File: src/rtl/fir_avg_pkg.sv
// Shared types and elaboration helpers for the moving-average FIR.
package fir_avg_pkg;

  typedef enum logic {
    MODE_SUM = 1'b0,
    MODE_AVG = 1'b1
  } out_mode_e;

  // One valid-pipeline stage: result-complete flag plus the mode it was captured with.
  typedef struct packed {
    logic      valid;
    out_mode_e mode;
  } vstage_t;

  // Width of adder-tree level j for W-bit input samples.
  function automatic int unsigned level_width(input int unsigned w, input int unsigned j);
    return w + j;
  endfunction

  // Window length must be a power of two in 2..64.
  function automatic bit taps_ok(input int unsigned t);
    return (t >= 2) && (t <= 64) && ((t & (t - 1)) == 0);
  endfunction

endpackage

File: src/rtl/fir_avg_pipe_if.sv
// Streaming sample/result bundle for fir_avg_pipe.
interface fir_avg_pipe_if #(
  parameter int unsigned W    = 16,
  parameter int unsigned TAPS = 4
);
  localparam int unsigned L = $clog2(TAPS);

  logic           in_valid;
  logic [W-1:0]   in_data;
  logic           avg_mode;
  logic           flush;
  logic           out_valid;
  logic [W+L-1:0] out_data;
  logic           window_full;

  modport master (
    output in_valid, in_data, avg_mode, flush,
    input  out_valid, out_data, window_full
  );

  modport slave (
    input  in_valid, in_data, avg_mode, flush,
    output out_valid, out_data, window_full
  );
endinterface

File: src/rtl/fir_avg_pipe_add_level.sv
// One registered level of the balanced adder tree: PAIRS pairwise sums, each one bit wider.
module fir_add_level #(
  parameter int unsigned IW    = 16,
  parameter int unsigned PAIRS = 2
) (
  input  logic                    clk,
  input  logic                    reset,
  input  logic                    en,
  input  logic [2*PAIRS*IW-1:0]   din,
  output logic [PAIRS*(IW+1)-1:0] dout
);

  // Register the pairwise sums; hold when not enabled.
  always_ff @(posedge clk) begin
    if (reset) begin
      dout <= '0;
    end else if (en) begin
      for (int unsigned p = 0; p < PAIRS; p++) begin
        dout[p*(IW+1) +: (IW+1)] <= {1'b0, din[(2*p)*IW +: IW]}
                                  + {1'b0, din[(2*p+1)*IW +: IW]};
      end
    end
  end

endmodule

File: src/rtl/fir_avg_pipe.sv
// N-tap unsigned moving-average FIR: sample delay line, pipelined adder tree,
// per-sample choice of window sum or round-half-up average.
module fir_avg_pipe
  import fir_avg_pkg::*;
#(
  parameter int unsigned W    = 16,
  parameter int unsigned TAPS = 4
) (
  input logic           clk,
  input logic           reset,
  fir_avg_pipe_if.slave bus
);
  localparam int unsigned L    = $clog2(TAPS);
  localparam int unsigned CW   = $clog2(TAPS + 1);
  localparam int unsigned OW   = level_width(W, L);
  localparam logic [OW-1:0] HALF = OW'(TAPS / 2);

  if (!taps_ok(TAPS)) begin : g_taps_check
    $error("fir_avg_pipe: TAPS must be a power of two in 2..64");
  end

  logic            accept;
  logic            complete;
  logic            load_out;
  logic [W-1:0]    taps [TAPS];
  logic [TAPS*W-1:0] taps_flat;
  logic [CW-1:0]   count;
  logic [CW-1:0]   count_next;
  logic            full_q;
  vstage_t         vpipe [L];
  logic            out_valid_q;
  out_mode_e       mode_q;
  logic [OW-1:0]   sum_l;
  logic [OW-1:0]   rounded;

  assign accept   = bus.in_valid && !bus.flush;
  assign complete = accept && (count >= CW'(TAPS - 1));
  // Flush on the same edge as a finishing result must leave out_data untouched.
  assign load_out = vpipe[L-1].valid && !bus.flush;

  // Sample delay line, tap0 newest; cleared by reset or flush.
  always_ff @(posedge clk) begin
    if (reset || bus.flush) begin
      for (int unsigned i = 0; i < TAPS; i++) taps[i] <= '0;
    end else if (accept) begin
      taps[0] <= bus.in_data;
      for (int unsigned i = 1; i < TAPS; i++) taps[i] <= taps[i-1];
    end
  end

  // Flatten the delay line for the first tree level.
  always_comb begin
    taps_flat = '0;
    for (int unsigned i = 0; i < TAPS; i++) taps_flat[i*W +: W] = taps[i];
  end

  // Saturating fill count.
  always_comb begin
    count_next = count;
    if (accept && (count != CW'(TAPS))) count_next = count + 1'b1;
  end

  // Fill counter and registered window-full flag.
  always_ff @(posedge clk) begin
    if (reset || bus.flush) begin
      count  <= '0;
      full_q <= 1'b0;
    end else begin
      count  <= count_next;
      full_q <= (count_next == CW'(TAPS));
    end
  end

  // Valid pipeline tracking tree data; stage 0 loads alongside the delay line.
  always_ff @(posedge clk) begin
    if (reset || bus.flush) begin
      for (int unsigned i = 0; i < L; i++) vpipe[i] <= '{valid: 1'b0, mode: MODE_SUM};
      out_valid_q <= 1'b0;
    end else begin
      vpipe[0] <= '{valid: complete, mode: out_mode_e'(bus.avg_mode)};
      for (int unsigned i = 1; i < L; i++) vpipe[i] <= vpipe[i-1];
      out_valid_q <= vpipe[L-1].valid;
    end
  end

  // Adder tree: inner levels recompute freely, the final level only loads for a valid result.
  for (genvar j = 1; j <= L; j++) begin : g_lvl
    localparam int unsigned IW    = level_width(W, j - 1);
    localparam int unsigned PAIRS = TAPS >> j;
    logic [2*PAIRS*IW-1:0]   din;
    logic [PAIRS*(IW+1)-1:0] sum;
    logic                    en;

    if (j == 1) begin : g_first
      assign din = taps_flat;
    end else begin : g_next
      assign din = g_lvl[j-1].sum;
    end

    if (j == L) begin : g_last
      assign en = load_out;
    end else begin : g_inner
      assign en = 1'b1;
    end

    fir_add_level #(.IW(IW), .PAIRS(PAIRS)) u_level (
      .clk   (clk),
      .reset (reset),
      .en    (en),
      .din   (din),
      .dout  (sum)
    );
  end

  assign sum_l = g_lvl[L].sum;

  // Output mode travels with the result that owns the final tree register.
  always_ff @(posedge clk) begin
    if (reset) begin
      mode_q <= MODE_SUM;
    end else if (load_out) begin
      mode_q <= vpipe[L-1].mode;
    end
  end

  // Rounding is applied after the final register so the tree stays uniform;
  // both inputs are held registers, so out_data still holds between results.
  assign rounded         = sum_l + HALF;
  assign bus.out_data    = (mode_q == MODE_AVG) ? (rounded >> L) : sum_l;
  assign bus.out_valid   = out_valid_q;
  assign bus.window_full = full_q;

endmodule

File: src/flat_wrapper.sv
// flat-port wrapper written by rule: the top's interface ports become plain ports
module fir_avg_pipe_flat import fir_avg_pkg::*;
#(
  parameter int unsigned W    = 16,
  parameter int unsigned TAPS = 4
)
  (clk, reset, bus_in_valid, bus_in_data, bus_avg_mode, bus_flush, bus_out_valid, bus_out_data, bus_window_full);
  fir_avg_pipe_if #(.W(W), .TAPS(TAPS)) bus_i ();
  input logic clk;
  input logic reset;
  input wire logic [$bits(bus_i.in_valid)-1:0] bus_in_valid;
  input wire logic [$bits(bus_i.in_data)-1:0] bus_in_data;
  input wire logic [$bits(bus_i.avg_mode)-1:0] bus_avg_mode;
  input wire logic [$bits(bus_i.flush)-1:0] bus_flush;
  output wire logic [$bits(bus_i.out_valid)-1:0] bus_out_valid;
  output wire logic [$bits(bus_i.out_data)-1:0] bus_out_data;
  output wire logic [$bits(bus_i.window_full)-1:0] bus_window_full;
  assign bus_i.in_valid = bus_in_valid;
  assign bus_i.in_data = bus_in_data;
  assign bus_i.avg_mode = bus_avg_mode;
  assign bus_i.flush = bus_flush;
  assign bus_out_valid = bus_i.out_valid;
  assign bus_out_data = bus_i.out_data;
  assign bus_window_full = bus_i.window_full;
  fir_avg_pipe #(.W(W), .TAPS(TAPS)) u_core (.clk(clk), .reset(reset), .bus(bus_i));
endmodule
File: config.mk
export PLATFORM = sky130hd
export DESIGN_NAME = fir_avg_pipe_flat
export DESIGN_NICKNAME = d
export VERILOG_FILES = /design/src/rtl/fir_avg_pkg.sv /design/src/rtl/fir_avg_pipe_if.sv /design/src/rtl/fir_avg_pipe_add_level.sv /design/src/rtl/fir_avg_pipe.sv /design/src/flat_wrapper.sv
export SDC_FILE = /design/constraint.sdc
export NUM_CORES = 1
export LEC_CHECK = 0
export ABC_CLOCK_PERIOD_IN_PS = 3500
export BUFFER_PORTS_ARGS = -buffer_cell sky130_fd_sc_hd__buf_2
export CORE_MARGIN = 3
export CORE_UTILIZATION = 63
export CTS_BUF_LIST = sky130_fd_sc_hd__clkbuf_4 sky130_fd_sc_hd__clkbuf_8
export DETAILED_ROUTE_END_ITERATION = 8
export GPL_TIMING_DRIVEN = 1
export PLACE_DENSITY = 0.82
export REMOVE_ABC_BUFFERS = 1
export SLEW_MARGIN = 30
export SYNTH_ARGS = -nofsm -noshare
export SYNTH_HDL_FRONTEND = slang
export SYNTH_SLANG_ARGS = --single-unit
File: constraint.sdc
create_clock -name clk -period 3.5 [get_ports clk]
set_input_delay 0.525 -clock clk [delete_from_list [all_inputs] [get_ports clk]]
set_output_delay 0.525 -clock clk [all_outputs]
set_load 0.05 [all_outputs]
==> metrics <==
Synth area leaders edfxtp_1 27%, dfxtp_1 18%, ha_1 9.4%; via density per instance 6.01; final layout net count around 820; IO Port Bufs 40; Congestion Overflow GR 0; CTS Sinks 126; VDD IR-drop max between 0.2 and 0.3 mV; Setup Crit Path Kind reg2out; Cell Rows 37; drt total wl 14,000 um; Core Util, Final 0.726; worst hold slack 294 ps; post_cts resized 0; DIE AREA 0.0125 sq mm; ANT cells 0; register area share after synthesis 0.449; gpl congestion 0.936; Final Cycle Share 0.847; Power Density 398 mW/mm^2; routed via count between 5,000 and 6,000; Fill cells 764; hpwl dp 9490 um; maxcap violations 0; width of the die between 100 and 150 um; DRT Pass-1 Iters 5; ys flop type edfxtp_1; Initial Util 0.664; hold_buf cts 0; crit-path max FO 6; P_leak 3.55 nW; Area Overhead vs Synth 9.31%; die height approximately 110 um; Slew @ Worst Pin approximately 800 ps; clock root buffer clkbuf_8; Yosys reg bits roughly 130; antenna violations before repair 0; IO Pins 41; synthesized area per cell 9.89 sq um; TritonCTS buffer count 17; 1st-iter DRT viols between 300 and 400; number of synthesis warnings 0; Post-synth EDFFs 64; Yosys top cell by area edfxtp_1; vias in the first global route 5,072; multi-input logic area 0.00371 sq mm; Final ANT Viol Nets 0; CTS tree built; startpoint types flip-flop; min cycle time layout roughly 3000 ps; fmax around 340 MHz; first-pass GRT wire length 23,200 um; maximum root-to-sink buffer count 2; design area 0.00770 sq mm; RSZ-0062 raised after global routing no; final worst clock skew 10.0 ps; GRT Total Usage 0.225; max_slew headroom 0.476; Setup Fix Bufs, Post-CTS 0; Worst-Skew Late Latency 440 ps; core area 0.0106 sq mm; # DRC 0; register area approximately 0.0032 sq mm; outcome finished clean; ys async rst share 0; Hold Path Class in2reg; CP Capture Type output pin; Hold Vio Cnt, Final 0; number of setup violations in the final report 0; Routed WL per cell 15.6 um; largest net degree at the start of global routing 69; placed inst area 0.00736 sq mm; Worst Path Required between 2000 and 3000 ps; layout cells sized above 1 0.133; Slew Viols, Final 0; cell with the most instances after synthesis and3_1; htree depth 4; synthesized area 0.00704 sq mm; top cells by count, synth 72 x and3_1, 64 x edfxtp_1, 62 x dfxtp_1; Yosys top cell area share 0.273; Synth Instances 712; Worst EP arrival about 2400 ps; clk slew on worst S/H paths 70 ps; Netlist cell types 69
## flip-flops by register name (all words and copies together) (netlist names)
| signal | flops |
|---|---|
| u_core.bus.window_full | 1 |
| u_core.bus.out_valid | 1 |
| u_core.g_lvl.u_level.dout | 52 |
| u_core.vpipe | 4 |
| u_core.taps | 64 |
| u_core.count | 3 |
| u_core.mode_q | 1 |
## worst paths after layout
kind | depth (start not counted) | to | startpoint | slack, ps
worst min register to register | 1 | u_core.vpipe[0][3] | u_core.vpipe[0][1] | 430
worst max-delay path | 8 | bus_out_data[11] | u_core.g_lvl[2].u_level.dout[1] | 540
worst min-delay path | 2 | u_core.vpipe[0][0] | bus_avg_mode | 290
worst max register to register | 8 | u_core.g_lvl[1].u_level.dout[31] | u_core.taps[2][0] | 1020
## cells by family after synthesis
kind of cell | count (synthesis) | share of synthesized area
flip-flops | 126 | 0.449
buffers and inverters | 48 | 0.0259
XOR/XNOR | 20 | 0.0249
multiplexers | 14 | 0.0215
AND/OR/NAND/NOR | 277 | 0.213
AO/OA/AOI/OAI | 171 | 0.163
adder cells (fa/ha/maj) | 56 | 0.103
## report_power, final
part,internal [mW],leakage [nW],switching [mW]
clock network,0.555,0.185,0.533
registers,1.61,1.25,0.0325
logic,0.131,2.12,0.199
total,2.30,3.55,0.765
## area by class of cell
cell class                      count  share of cell area
Multi-Input combinational cell    538               0.481
Sequential cell                   126               0.411
Clock buffer                       24              0.0388
Timing Repair Buffer               47              0.0328
Tap cell                          136              0.0221
Inverter                           17             0.00829
Clock inverter                      8             0.00536
## per-layer routing
| metal | track usage | vias up | part of all wire |
|---|---|---|---|
| met1 | 0.285 | 2495 | 0.45 |
| met2 | 0.378 | 164 | 0.49 |
| met4 | 0.0819 | 0 | 0.015 |
| met5 | 0 | - | 0 |
| li1 | - | 2704 | - |
| met3 | 0.0527 | 18 | 0.050 |
## worst max-delay path, cell delays in order, from the launching register on
cell and delay [ps]:
dfxtp_1 420, ha_1 230, nand2_1 90, nor3_2 360, nand2b_1 140, or2_1 240
mux2i_1 120, a21oi_1 140, buf_2 270
## cell usage in the layout, fill, tap and decap left out, types with 7 or more instances in the layout
cell | netlist | routed
nor2b_1 | 20 | 20
a211oi_1 | 9 | 9
nand2b_1 | 10 | 10
o21ai_0 | 17 | 17
and3_1 | 72 | 72
nand3_1 | 14 | 14
o21a_1 | 8 | 8
dfxtp_1 | 62 | 61
edfxtp_1 | 64 | 64
inv_1 | 17 | 17
and2_1 | 9 | 9
ha_1 | 53 | 53
nor2_1 | 49 | 48
xnor2_1 | 16 | 16
buf_4 | 0 | 7
clkbuf_8 | 0 | 19
a21oi_1 | 57 | 57
nand2_1 | 49 | 48
nor3_1 | 17 | 17
buf_2 | 2 | 40
a21o_1 | 24 | 24
o21ai_1 | 14 | 14
## through the flow
stage | setup TNS [ps] | setup WS, ps | power (mW) | cells
after global placement | 0 | 1070 | 1.98 | 864
after floorplan | -52340 | -818 | 1.90 | 681
after global routing | 0 | 380 | 3.20 | 896
final | 0 | 536 | 3.07 | 896
after detailed placement | 0 | 987 | 2.00 | 864
after CTS | 0 | 509 | 3.08 | 896
Note: power is estimated with default switching activity, not from simulation.
